==> src/rtl/parking_pkg.sv <==
// Shared types for the parking gate arbiter: FSM state encoding, travel
// direction constants and the round-robin pick helper.
package parking_pkg;

    typedef enum logic [1:0] {
        IDLE      = 2'b00,
        GRANT_IN  = 2'b01,
        GRANT_OUT = 2'b10,
        CLOSING   = 2'b11
    } state_e;

    localparam logic DIR_IN  = 1'b0;
    localparam logic DIR_OUT = 1'b1;

    // Entry wins when it is the only eligible side, or when the previous
    // conflict went to exit.
    function automatic logic entry_wins(input logic in_ok,
                                        input logic out_ok,
                                        input logic last_dir);
        return in_ok && (!out_ok || last_dir == DIR_OUT);
    endfunction

endpackage

==> src/rtl/park_gate_timer.sv <==
// Gate-open timer: counts enabled cycles since the last clear and flags the
// TERMINAL-th enabled cycle. Only built when PARK_TIMEOUT_EN is defined.
module park_gate_timer #(
    parameter int TERMINAL = 16
) (
    input  logic clk,
    input  logic rst_n,
    input  logic clear_i,
    input  logic enable_i,
    output logic tc_o
);

    localparam int CNT_W = $clog2(TERMINAL + 1);
    localparam logic [CNT_W-1:0] LAST = CNT_W'(TERMINAL - 1);
    localparam logic [CNT_W-1:0] ONE  = CNT_W'(1);

    logic [CNT_W-1:0] count_q;

    // NOTE: sequential state is written with non-blocking assignments only, so
    // every flop samples pre-edge values no matter how blocks are ordered.
    always_ff @(posedge clk or negedge rst_n) begin
        if (!rst_n) begin
            count_q <= '0;
        end else if (clear_i) begin
            count_q <= '0;
        end else if (enable_i && count_q != LAST) begin
            count_q <= count_q + ONE;
        end
    end

    // The first enabled cycle sees count 0, so LAST marks the TERMINAL-th one.
    assign tc_o = enable_i && (count_q == LAST);

endmodule

==> src/rtl/parking_gate_arbiter.sv <==
// Single-lane parking gate arbiter: grants entry/exit passages, tracks lot
// occupancy. Optional gate-open timeout is enabled by macro PARK_TIMEOUT_EN.
module parking_gate_arbiter
    import parking_pkg::*;
#(
    parameter int CAPACITY    = 8,
    parameter int OPEN_CYCLES = 16
) (
    input  logic                             clk,
    input  logic                             rst_n,
    input  logic                             entry_req,
    input  logic                             exit_req,
    input  logic                             pass_done,
    output logic                             gate_open,
    output logic                             entry_gnt,
    output logic                             exit_gnt,
    output logic [$clog2(CAPACITY+1)-1:0]    occupancy,
    output logic                             full,
    output logic                             empty
`ifdef PARK_TIMEOUT_EN
    ,
    output logic                             timeout_err
`endif
);

    localparam int OCC_W = $clog2(CAPACITY + 1);
    localparam logic [OCC_W-1:0] OCC_MAX = OCC_W'(CAPACITY);
    localparam logic [OCC_W-1:0] OCC_ONE = OCC_W'(1);

    if (CAPACITY < 1 || CAPACITY > 255 || OPEN_CYCLES < 2) begin : g_bad_params
        $error("parking_gate_arbiter: CAPACITY must be 1..255 and OPEN_CYCLES >= 2");
    end

    state_e           state_q;
    logic [OCC_W-1:0] occupancy_q;
    logic [OCC_W-1:0] occupancy_d;
    logic             last_dir_q;
    logic             gate_open_q;
    logic             entry_gnt_q;
    logic             exit_gnt_q;

    logic in_ok;
    logic out_ok;
    logic pick_in;
    logic pick_out;
    logic in_grant;
    logic timer_tc;

    assign full     = (occupancy_q == OCC_MAX);
    assign empty    = (occupancy_q == '0);
    assign in_ok    = entry_req && !full;
    assign out_ok   = exit_req && !empty;
    assign pick_in  = entry_wins(in_ok, out_ok, last_dir_q);
    assign pick_out = out_ok && !pick_in;
    assign in_grant = (state_q == GRANT_IN) || (state_q == GRANT_OUT);

    // NOTE: every always_comb output gets a default first, so no path can
    // leave it unassigned and infer a latch.
    always_comb begin
        occupancy_d = occupancy_q;
        if (state_q == GRANT_IN && occupancy_q != OCC_MAX) begin
            occupancy_d = occupancy_q + OCC_ONE;
        end else if (state_q == GRANT_OUT && occupancy_q != '0) begin
            occupancy_d = occupancy_q - OCC_ONE;
        end
    end

`ifdef PARK_TIMEOUT_EN
    logic timeout_err_q;

    // Held clear outside a grant, so each passage starts counting from zero.
    park_gate_timer #(
        .TERMINAL (OPEN_CYCLES)
    ) u_timer (
        .clk      (clk),
        .rst_n    (rst_n),
        .clear_i  (!in_grant),
        .enable_i (in_grant),
        .tc_o     (timer_tc)
    );

    assign timeout_err = timeout_err_q;
`else
    assign timer_tc = 1'b0;
`endif

    always_ff @(posedge clk or negedge rst_n) begin
        if (!rst_n) begin
            state_q       <= IDLE;
            occupancy_q   <= '0;
            last_dir_q    <= DIR_OUT;
            gate_open_q   <= 1'b0;
            entry_gnt_q   <= 1'b0;
            exit_gnt_q    <= 1'b0;
`ifdef PARK_TIMEOUT_EN
            timeout_err_q <= 1'b0;
`endif
        end else begin
`ifdef PARK_TIMEOUT_EN
            timeout_err_q <= 1'b0;
`endif
            case (state_q)
                IDLE: begin
                    if (pick_in) begin
                        state_q     <= GRANT_IN;
                        gate_open_q <= 1'b1;
                        entry_gnt_q <= 1'b1;
                    end else if (pick_out) begin
                        state_q     <= GRANT_OUT;
                        gate_open_q <= 1'b1;
                        exit_gnt_q  <= 1'b1;
                    end
                    // Round-robin memory only moves on a genuine conflict.
                    if (in_ok && out_ok) begin
                        last_dir_q <= pick_in ? DIR_IN : DIR_OUT;
                    end
                end
                GRANT_IN, GRANT_OUT: begin
                    // A completed passage beats a timeout in the same cycle.
                    if (pass_done) begin
                        state_q     <= CLOSING;
                        occupancy_q <= occupancy_d;
                        gate_open_q <= 1'b0;
                        entry_gnt_q <= 1'b0;
                        exit_gnt_q  <= 1'b0;
                    end else if (timer_tc) begin
                        state_q     <= CLOSING;
                        gate_open_q <= 1'b0;
                        entry_gnt_q <= 1'b0;
                        exit_gnt_q  <= 1'b0;
`ifdef PARK_TIMEOUT_EN
                        timeout_err_q <= 1'b1;
`endif
                    end
                end
                CLOSING: begin
                    state_q <= IDLE;
                end
                default: begin
                    state_q <= IDLE;
                end
            endcase
        end
    end

    assign gate_open = gate_open_q;
    assign entry_gnt = entry_gnt_q;
    assign exit_gnt  = exit_gnt_q;
    assign occupancy = occupancy_q;

endmodule
==> config.mk <==
export PLATFORM = sky130hd
export DESIGN_NAME = parking_gate_arbiter
export DESIGN_NICKNAME = d
export VERILOG_FILES = /design/src/rtl/parking_pkg.sv /design/src/rtl/park_gate_timer.sv /design/src/rtl/parking_gate_arbiter.sv
export SDC_FILE = /design/constraint.sdc
export NUM_CORES = 1
export LEC_CHECK = 0
export CAP_MARGIN = 20
export CELL_PAD_IN_SITES_DETAIL_PLACEMENT = 1
export CELL_PAD_IN_SITES_GLOBAL_PLACEMENT = 1
export CORE_AREA = 3 3 50 43
export CTS_BUF_LIST = sky130_fd_sc_hd__clkbuf_4
export DETAILED_ROUTE_END_ITERATION = 8
export DIE_AREA = 0 0 53 46
export PLACE_DENSITY_LB_ADDON = 0.05
export SETUP_SLACK_MARGIN = 0.2
export SYNTH_ARGS = -nofsm -noshare
export SYNTH_HDL_FRONTEND = slang
export SYNTH_SLANG_ARGS = --single-unit
==> constraint.sdc <==
create_clock -name clk -period 7.1 [get_ports clk]
set_input_delay 1.42 -clock clk [delete_from_list [all_inputs] [get_ports clk]]
set_output_delay 1.42 -clock clk [all_outputs]
set_load 0.03 [all_outputs]
==> impl_metrics.csv, run 1 <==
group,metric,value,unit
status,status,"finished clean",
setup_path,cp-end-kind,"primary output",
logic_synthesis,syn_area,734,µm²
clock_network,clk_latency,0.28,ns
sta,fin_setup_tns,0,ns
pwr,pwr-share-clk,8.7,%
floorplanning,rows,13,
drt,drt_wl_total,1730,µm
global_route,grt_pass1_wl,2930,µm
sta,fin_crit_sh,50.3,%
sta,relSlewSlack,66.0,%
logic_synthesis,async_flop_share,100,%
sta,fmax,280,MHz
pwr,p_per_area,569,nW/µm²
drt,route.detailed.drc,0,
floorplanning,die_h,46,µm
logic_synthesis,netlist_instances,69,
drt,drt-pass1-iter-count,2,
logic_synthesis,yosysUniqueCellTypes,33,
logic_synthesis,ys_warn_count,0,
clock_network,numClockSinks,10,
setup_path,startpoint_type,"flop",
clock_network,clockBufferDepth,2,
layout,area_growth,22.0,%
floorplanning,initial_core_util,44.7,%
layout,antennaDiodeCount,0,
layout,layout_common_cells,"13 x clkdlybuf4s50_1, 9 x dfrtp_1, 6 x inv_1, 6 x ha_1, 5 x a21oi_1",
pwr,p_leak,0.376,nW
global_route,antenna_found_initial,0,
global_route,track_usage,17.5,%
logic_synthesis,syn_area_per_cell,10.6,µm²
logic_synthesis,synth_ff_type,"dfrtp_1",
place,dp_hpwl,1350,µm
sta,setup_viol,0,
global_route,grt_overflow_total,0,
global_route,grt_max_degree,11,
pwr,p_seq_share,26.5,%
logic_synthesis,syn_nets,81,
place,portBuffers,13,
sta,min_period,3.57,ns
sta,rsz0062_at_grt,"false",
clock_network,cts_made_buffers,3,
sta,hold_viol,0,
logic_synthesis,synth-seq-cells,10,
worst_hold_path,hold_path_class,"flop to flop",
logic_synthesis,ys_seq_area_share,34.2,%
clock_network,postCtsHoldBufs,0,
layout,drive_gt1_share,15.5,%
clock_network,htree_levels,1,
layout,utilization,54.5,%
pwr,combPwrFrac,64.8,%
floorplanning,dieWidth,53,µm
layout,finalNetCount,97,
clock_network,cts_tree,"built",
drt,drt_iter0_markers,3,
floorplanning,die_area,2440,µm²
sta,clock_skew,0.0112,ns
setup_path,arrival,2.15,ns
pwr,intPower,0.261,mW
clock_network,ctsResizeCount,0,
pwr,vdd_drop_max,229,µV
drt,wire_per_inst,16.3,µm
place,place_congestion,0.766,
setup_path,crit_fanout,10,
sta,report.final.slew_viol_count,0,
floorplanning,ioPinCount,14,
run,max_cap_violations,0,
layout,layout.cells.most_common,"clkdlybuf4s50_1",
global_route,first_global_vias,603,
clock_network,postCtsSetupBuffers,0,
drt,vias,610,
logic_synthesis,synth-edff-count,0,
clock_network,cts.clk_slew.worst_paths,0.07,ns
sta,tightest_slew,0.509,ns
pwr,p_switching,0.248,mW
floorplanning,core_area,1640,µm²
drt,ant_nets,0,
clock_network,clockRootBuffer,"clkbuf_4",
drt,vias_per_cell,5.75,
sta,fin_hold_ws,0.517,ns
setup_path,cp_data_required_time,5.68,ns
setup_path,critPathKind,"flop to primary output",
pwr,switching_share,48.7,%
## worst max-delay path, stage by stage (launching register included)
cell,delay (ns)
dfrtp_1,0.49
or4b_4,0.65
inv_1,0.08
clkdlybuf4s50_1,0.66
## power groups by stage
stage	Clock (mW)	Combinational (mW)	Sequential, mW
2_1_floorplan	0	0.209	0.162
3_3_place_gp	0	0.322	0.133
3_5_place_dp	0	0.333	0.135
4_1_cts	0.0451	0.334	0.135
5_1_grt	0.0483	0.364	0.142
6_report	0.0441	0.330	0.135
## logic make-up (layout without fill, tap and decap cells)
| logic type | Yosys count | after routing | synth area share [%] |
|---|---|---|---|
| AOI/OAI and AO/OA | 27 | 27 | 30.3 |
| and+or+nand+nor | 12 | 12 | 10.1 |
| DFF | 10 | 10 | 34.2 |
| buffers and inverters | 8 | 23 | 6.13 |
| adders and majority gates | 7 | 7 | 12.9 |
| xor gates and xnor gates | 4 | 4 | 4.77 |
| muxes | 1 | 1 | 1.53 |
## cell usage after synthesis (all sizes together) (2+ instances only)
cell type	instances	share of area [%]
xnor2	3	3.6
o41a	2	3.4
and2	2	1.7
nand2	3	1.5
a21oi	6	4.6
ha	6	10
o22ai	2	1.7
o2bb2ai	2	2.4
o311ai	2	2.4
dfrtp	9	31
a2bb2oi	2	2.4
o21ai	3	2.0
a21boi	2	2.0
inv	6	3.1
buf	2	3.1
## layer usage
metal / vias up / part of all wire [%] / track usage [%]
met5: - / 0 / 0
met1: 302 / 50 / 22.9
met2: 13 / 45 / 26.5
met4: 0 / 0.46 / 4.59
met3: 2 / 4.7 / 7.21
li1: 293 / - / -
## worst paths after layout
kind	startpoint	slack, ns	depth (start not counted)	endpoint
min	last_dir_q$_DFFE_PN1P_	0.52	1	last_dir_q$_DFFE_PN1P_
min reg2reg	last_dir_q$_DFFE_PN1P_	0.52	1	last_dir_q$_DFFE_PN1P_
max reg2reg	occupancy[1]$_DFFE_PN0P_	4.65	7	occupancy[3]$_DFFE_PN0P_
min in group asynchronous	rst_n	1.47	1	gate_open$_DFFE_PN0P_
max in group asynchronous	rst_n	5.26	1	last_dir_q$_DFFE_PN1P_
max	occupancy[1]$_DFFE_PN0P_	3.53	3	full
## through the flow
step	std cells	cell area [µm²]	setup WS, ns	total power [mW]
after floorplan	69	734	4.11	0.370
after global placement	102	870	3.84	0.455
after detailed placement	102	870	3.82	0.468
after CTS	106	896	3.52	0.515
after global routing	106	896	3.45	0.554
final	106	896	3.53	0.510
## layout make-up
cell class	instances	area, µm²
Clock inverter	1	3.75
Clock buffer	3	22.5
Inverter	6	22.5
Multi-Input combinational cell	51	438
Sequential cell	10	251
Fill cell	192	747
Timing Repair Buffer	13	130
Tap cell	22	27.5
## registers in the layout, indices dropped and copies added (netlist names)
register / cells
state_q: 2
gate_open: 1
last_dir_q: 1
entry_gnt: 1
exit_gnt: 1
occupancy: 4
Power figures use the tool's default switching activity.
==> run 2, diff against run 1 <==
--- a/config.mk
+++ b/config.mk
@@ -8,10 +8,10 @@
 export CAP_MARGIN = 20
 export CELL_PAD_IN_SITES_DETAIL_PLACEMENT = 1
 export CELL_PAD_IN_SITES_GLOBAL_PLACEMENT = 1
-export CORE_AREA = 3 3 50 43
+export CORE_AREA = 3 3 52 44
 export CTS_BUF_LIST = sky130_fd_sc_hd__clkbuf_4
 export DETAILED_ROUTE_END_ITERATION = 8
-export DIE_AREA = 0 0 53 46
+export DIE_AREA = 0 0 55 47
 export PLACE_DENSITY_LB_ADDON = 0.05
 export SETUP_SLACK_MARGIN = 0.2
 export SYNTH_ARGS = -nofsm -noshare
==> constraint.sdc (replaced) <==
create_clock -name clk -period 3.6 [get_ports clk]
set_input_delay 0.72 -clock clk [delete_from_list [all_inputs] [get_ports clk]]
set_output_delay 0.72 -clock clk [all_outputs]
set_load 0.03 [all_outputs]
==> run 2 against run 1 <==
  * Sequential power increased by 99%
  * Non-clock buffer count unchanged
  * Wire length decreased by 3.2%
  * Critical path depth unchanged
  * Via count decreased by 2.0%
  * Largest cell class unchanged
==> impl_metrics.csv, run 2 (same netlist as run 1, synthesis figures left out) <==
group,metric,value,unit
status,status,"finished clean",
worst_hold_path,hold_depth,1,
sta,fin_crit_sh,79.8,%
setup_path,arrival,2.15,ns
global_route,antenna_found_initial,0,
clock_network,cts.clk_slew.worst_paths,0.07,ns
sta,fin_setup_tns,0,ns
place,portBuffers,13,
layout,antennaDiodeCount,0,
layout,largest_reg_flops,4,
global_route,grt_most_used_layer,"met2",
place,placed_cells,104,
setup_path,path_cells,"or4b_4 > inv_1 > clkdlybuf4s50_1",
layout,drive_gt1_share,15.5,%
floorplanning,die_area,2590,µm²
global_route,grtUsageMet3,5.08,%
place,place_congestion,0.724,
setup_path,crit_fanout,10,
pwr,p_switching,0.476,mW
drt,vias_per_cell,5.54,
pwr,p_per_area,1100,nW/µm²
sta,fin_hold_ws,0.516,ns
sta,setup_viol,0,
global_route,grt_max_degree,11,
floorplanning,core_area,1860,µm²
global_route,grt_overflow_total,0,
run,max_cap_violations,0,
floorplanning,dieWidth,55,µm
floorplanning,rows,14,
pwr,p_leak,0.376,nW
setup_path,cpMaxStageDelayCell,"clkdlybuf4s50_1",
setup_path,cp_data_required_time,2.88,ns
place,dp_hpwl,1350,µm
clock_network,htree_levels,1,
global_route,grt_pass1_wl,2680,µm
sta,hold_viol,0,
global_route,use_met1,19.3,%
pwr,switching_share,47.9,%
drt,route.detailed.drc,0,
setup_path,critPathKind,"flop to primary output",
clock_network,postCtsSetupBuffers,0,
pwr,vdd_drop_max,464,µV
setup_path,timing.rr.end,"occupancy[3]$_DFFE_PN0P_",
drt,vias,598,
drt,drt_iter0_markers,10,
floorplanning,die_h,47,µm
worst_hold_path,holdPathEnd,"last_dir_q$_DFFE_PN1P_",
sta,report.final.slew_viol_count,0,
setup_path,cp-end-kind,"primary output",
drt,drt_wl_total,1670,µm
sta,relSlewSlack,68.9,%
clock_network,clk_latency,0.27,ns
worst_hold_path,min-delay-start,"last_dir_q$_DFFE_PN1P_",
sta,clock_skew,0.00301,ns
global_route,first_global_vias,576,
floorplanning,initial_core_util,39.6,%
floorplanning,ioPinCount,14,
setup_path,startpoint_type,"flop",
sta,tightest_slew,0.465,ns
pwr,p_seq_share,27.0,%
worst_hold_path,hold_path_class,"flop to flop",
global_route,track_usage,15.4,%
clock_network,clockRootBuffer,"clkbuf_4",
pwr,pwr-share-clk,8.0,%
setup_path,max_stage_delay,0.66,ns
layout,layout_common_cells,"13 x clkdlybuf4s50_1, 9 x dfrtp_1, 6 x inv_1, 6 x ha_1, 5 x a21oi_1",
sta,min_period,2.87,ns
pwr,combPwrFrac,65.0,%
sta,fmax,348,MHz
clock_network,postCtsHoldBufs,0,
global_route,grtUsageMet2,23.6,%
layout,finalNetCount,97,
setup_path,ff2ff_path_depth,7,
sta,rsz0062_at_grt,"false",
setup_path,r2r-start,"occupancy[0]$_DFFE_PN0P_",
drt,ant_nets,0,
clock_network,cts_made_buffers,3,
layout,stdcell_count,108,
clock_network,cts_tree,"built",
pwr,intPower,0.517,mW
setup_path,crit_family,"buffers and inverters",
drt,wire_per_inst,15.5,µm
layout,layout.cells.most_common,"clkdlybuf4s50_1",
clock_network,clockBufferDepth,2,
layout,area_growth,22.3,%
drt,drt-pass1-iter-count,3,
setup_path,worstPathBufferInverterCount,2,
clock_network,numClockSinks,10,
clock_network,ctsResizeCount,0,
setup_path,ff2ff_setup_slack,1.16,ns
## run 2: layout make-up
type                    count  area, µm²
fillers                   229        958
well taps                  24       30.0
clock buffers               3       22.5
repair buffers             13        130
flip-flops and latches     10        251
inverters                   6       22.5
multi-input cells          51        438
clock inverters             1       3.75
## run 2: stage by stage
| step | power [mW] | area (µm²) | util [%] | setup WS [ns] |
|---|---|---|---|---|
| final | 0.992 | 898 | 48.4 | 0.727 |
| after CTS | 1.01 | 898 | 48.4 | 0.707 |
| after detailed placement | 0.920 | 872 | 47.0 | 1.02 |
| after global routing | 1.08 | 898 | 48.4 | 0.618 |
| after floorplan | 0.731 | 734 | - | 1.10 |
| after global placement | 0.897 | 872 | 47.0 | 1.05 |
## run 2: worst max-delay path by stage
| stage | from | to | slack, ns | cells past startpoint |
|---|---|---|---|---|
| after floorplan | occupancy[0]$_DFFE_PN0P_ | occupancy[3]$_DFFE_PN0P_ | 1.10 | 9 |
| after global placement | occupancy[0]$_DFFE_PN0P_ | full | 1.05 | 3 |
| after detailed placement | occupancy[0]$_DFFE_PN0P_ | full | 1.02 | 3 |
| after CTS | occupancy[0]$_DFFE_PN0P_ | full | 0.71 | 3 |
| after global routing | occupancy[0]$_DFFE_PN0P_ | full | 0.62 | 3 |
| final | occupancy[0]$_DFFE_PN0P_ | full | 0.73 | 3 |
## run 2: power groups by stage
stage	clock, mW	sequential, mW	combinational, mW
6_report	0.0793	0.268	0.645
5_1_grt	0.0908	0.280	0.707
2_1_floorplan	0	0.319	0.411
3_5_place_dp	0	0.266	0.654
4_1_cts	0.0843	0.266	0.655
3_3_place_gp	0	0.261	0.636
## run 2: metal layers
metal | vias to the layer above | routed length (µm)
met5 | - | 0
met4 | 0 | 29
met3 | 5 | 79
met2 | 12 | 746
met1 | 291 | 816
li1 | 290 | -
## run 2: worst register-to-register path, stage by stage (launching register included)
cell	delay [ns]
dfrtp_1	0.51
or4b_4	0.64
nand2_1	0.17
ha_1	0.29
and3_2	0.20
a211o_1	0.28
a21oi_2	0.13
xor2_1	0.15
==> run 3, diff against run 2 <==
==> constraint.sdc (replaced) <==
create_clock -name clk -period 3 [get_ports clk]
set_input_delay 0.6 -clock clk [delete_from_list [all_inputs] [get_ports clk]]
set_output_delay 0.6 -clock clk [all_outputs]
set_load 0.03 [all_outputs]
==> run 3 against run 2 <==
  * Power rose by 20%
  * Flip-flop and latch count did not move
  * Clock-buffer cell count did not move
  * Register-to-register slack got worse by 0.60 ns
  * Sequential power rose by 20%
  * Clock power rose by 19%
  * Via count fell by 1.8%
  * Global-route usage barely moved
  * Worst setup slack got worse by 0.38 ns
  * Worst hold slack barely moved
  * Combinational power rose by 20%
  * Critical endpoint is now empty
==> impl_metrics.csv, run 3 (same netlist as run 1, synthesis figures left out) <==
group,metric,value,unit
status,status,"finished clean",
clock_network,postCtsSetupBuffers,0,
pwr,p_leak,0.393,nW
layout,drive_gt1_share,15.5,%
drt,wire_per_inst,15.4,µm
drt,vias_per_cell,5.44,
clock_network,cts_made_buffers,3,
global_route,antenna_found_initial,0,
drt,drt_iter0_markers,7,
pwr,vdd_drop_max,652,µV
sta,fin_crit_sh,88.4,%
floorplanning,core_area,1860,µm²
setup_path,arrival,2.05,ns
floorplanning,initial_core_util,39.6,%
place,dp_hpwl,1360,µm
clock_network,cts_tree,"built",
floorplanning,die_area,2590,µm²
layout,layout_common_cells,"12 x clkdlybuf4s50_1, 9 x dfrtp_1, 6 x inv_1, 6 x ha_1, 5 x a21oi_1",
place,placed_cells,104,
layout,layout.cells.most_common,"clkdlybuf4s50_1",
pwr,p_per_area,1320,nW/µm²
layout,fin_area,901,µm²
layout,stdcell_count,108,
sta,fin_setup_tns,0,ns
sta,tightest_slew,0.474,ns
global_route,first_global_vias,595,
sta,hold_viol,0,
global_route,grt_overflow_total,0,
setup_path,cp-end-kind,"primary output",
place,post_dp_cell_area,872,µm²
sta,report.final.slew_viol_count,0,
clock_network,clockBufferDepth,2,
worst_hold_path,hold_path_class,"flop to flop",
sta,clock_skew,0.00462,ns
clock_network,clockRootBuffer,"clkbuf_4",
sta,fmax,377,MHz
setup_path,startpoint_type,"flop",
sta,relSlewSlack,68.3,%
global_route,grt_pass1_wl,2770,µm
floorplanning,rows,14,
sta,fin_hold_ws,0.517,ns
pwr,pwr-share-clk,7.9,%
layout,utilization,48.5,%
sta,setup_ws,0.349,ns
place,place_congestion,0.721,
clock_network,numClockSinks,10,
layout,antennaDiodeCount,0,
pwr,combPwrFrac,65.1,%
layout,area_growth,22.7,%
clock_network,postCtsHoldBufs,0,
layout,multi_input_area,438,µm²
global_route,track_usage,15.4,%
layout,nFillCells,226,
setup_path,critPathKind,"flop to primary output",
floorplanning,ioPinCount,14,
pwr,switching_share,48.1,%
layout,largest_reg_flops,4,
floorplanning,dieWidth,55,µm
global_route,grt_max_degree,11,
setup_path,ff2ff_setup_slack,0.56,ns
clock_network,clk_latency,0.26,ns
clock_network,htree_levels,1,
pwr,p_seq_share,26.9,%
sta,rsz0062_at_grt,"false",
floorplanning,die_h,47,µm
place,pre_cts_ws,0.537,ns
pwr,p_switching,0.572,mW
clock_network,cts.clk_slew.worst_paths,0.07,ns
pwr,power.total,1.19,mW
sta,min_period,2.65,ns
drt,ant_nets,0,
layout,seq_area,251,µm²
drt,route.detailed.drc,0,
drt,drt_wl_total,1660,µm
layout,finalNetCount,97,
drt,drt-pass1-iter-count,3,
setup_path,cp_data_required_time,2.40,ns
setup_path,crit_fanout,10,
run,max_cap_violations,0,
pwr,intPower,0.618,mW
drt,vias,587,
place,portBuffers,13,
sta,setup_viol,0,
## run 3: changes by cell type in the layout (fill, tap and decap cells not counted)
cell             delta
clkdlybuf4s50_1     -1
dlymetal6s2s_1      +1
## run 3: area by class of cell
type / count / area share [%]
clock buffers: 3 / 2.50
clock inverters: 1 / 0.417
inverters: 6 / 2.50
multi-input cells: 51 / 48.6
flip-flops and latches: 10 / 27.9
well taps: 24 / 3.33
repair buffers: 13 / 14.7
## run 3: worst paths after layout
kind	from	end	cells past startpoint
worst max register to register	occupancy[1]$_DFFE_PN0P_	occupancy[3]$_DFFE_PN0P_	7
min in group asynchronous	rst_n	state_q[0]$_DFFE_PN0P_	1
worst max-delay path	occupancy[1]$_DFFE_PN0P_	empty	3
max in group asynchronous	rst_n	last_dir_q$_DFFE_PN1P_	1
worst min register to register	entry_gnt$_DFFE_PN0P_	entry_gnt$_DFFE_PN0P_	1
worst min-delay path	entry_gnt$_DFFE_PN0P_	entry_gnt$_DFFE_PN0P_	1
## run 3: repair_timing
item / CTS / global route
hold endpoints to repair: 0 / 0
setup endpoints to repair: 0 / 1
gates resized for setup: 0 / 1
## run 3: metal layers
| metal | global-route usage [%] | share of wire (%) |
|---|---|---|
| met2 | 23.3 | 43 |
| met1 | 20.9 | 52 |
| met4 | 4.37 | 0.60 |
| met3 | 5.08 | 5.1 |
| met5 | 0 | 0 |
## run 3: worst max-delay path: stages, from the launching register on
cell             delay, ns
dfrtp_1               0.49
or3_2                 0.53
nor2_1                0.10
clkdlybuf4s50_1       0.67
## run 3: power groups by stage
| stage | sequential [mW] | clock (mW) | combinational (mW) |
|---|---|---|---|
| 6_report | 0.321 | 0.0945 | 0.775 |
| 2_1_floorplan | 0.383 | 0 | 0.494 |
| 5_1_grt | 0.340 | 0.108 | 0.860 |
| 3_3_place_gp | 0.313 | 0 | 0.766 |
| 3_5_place_dp | 0.323 | 0 | 0.782 |
| 4_1_cts | 0.320 | 0.101 | 0.786 |
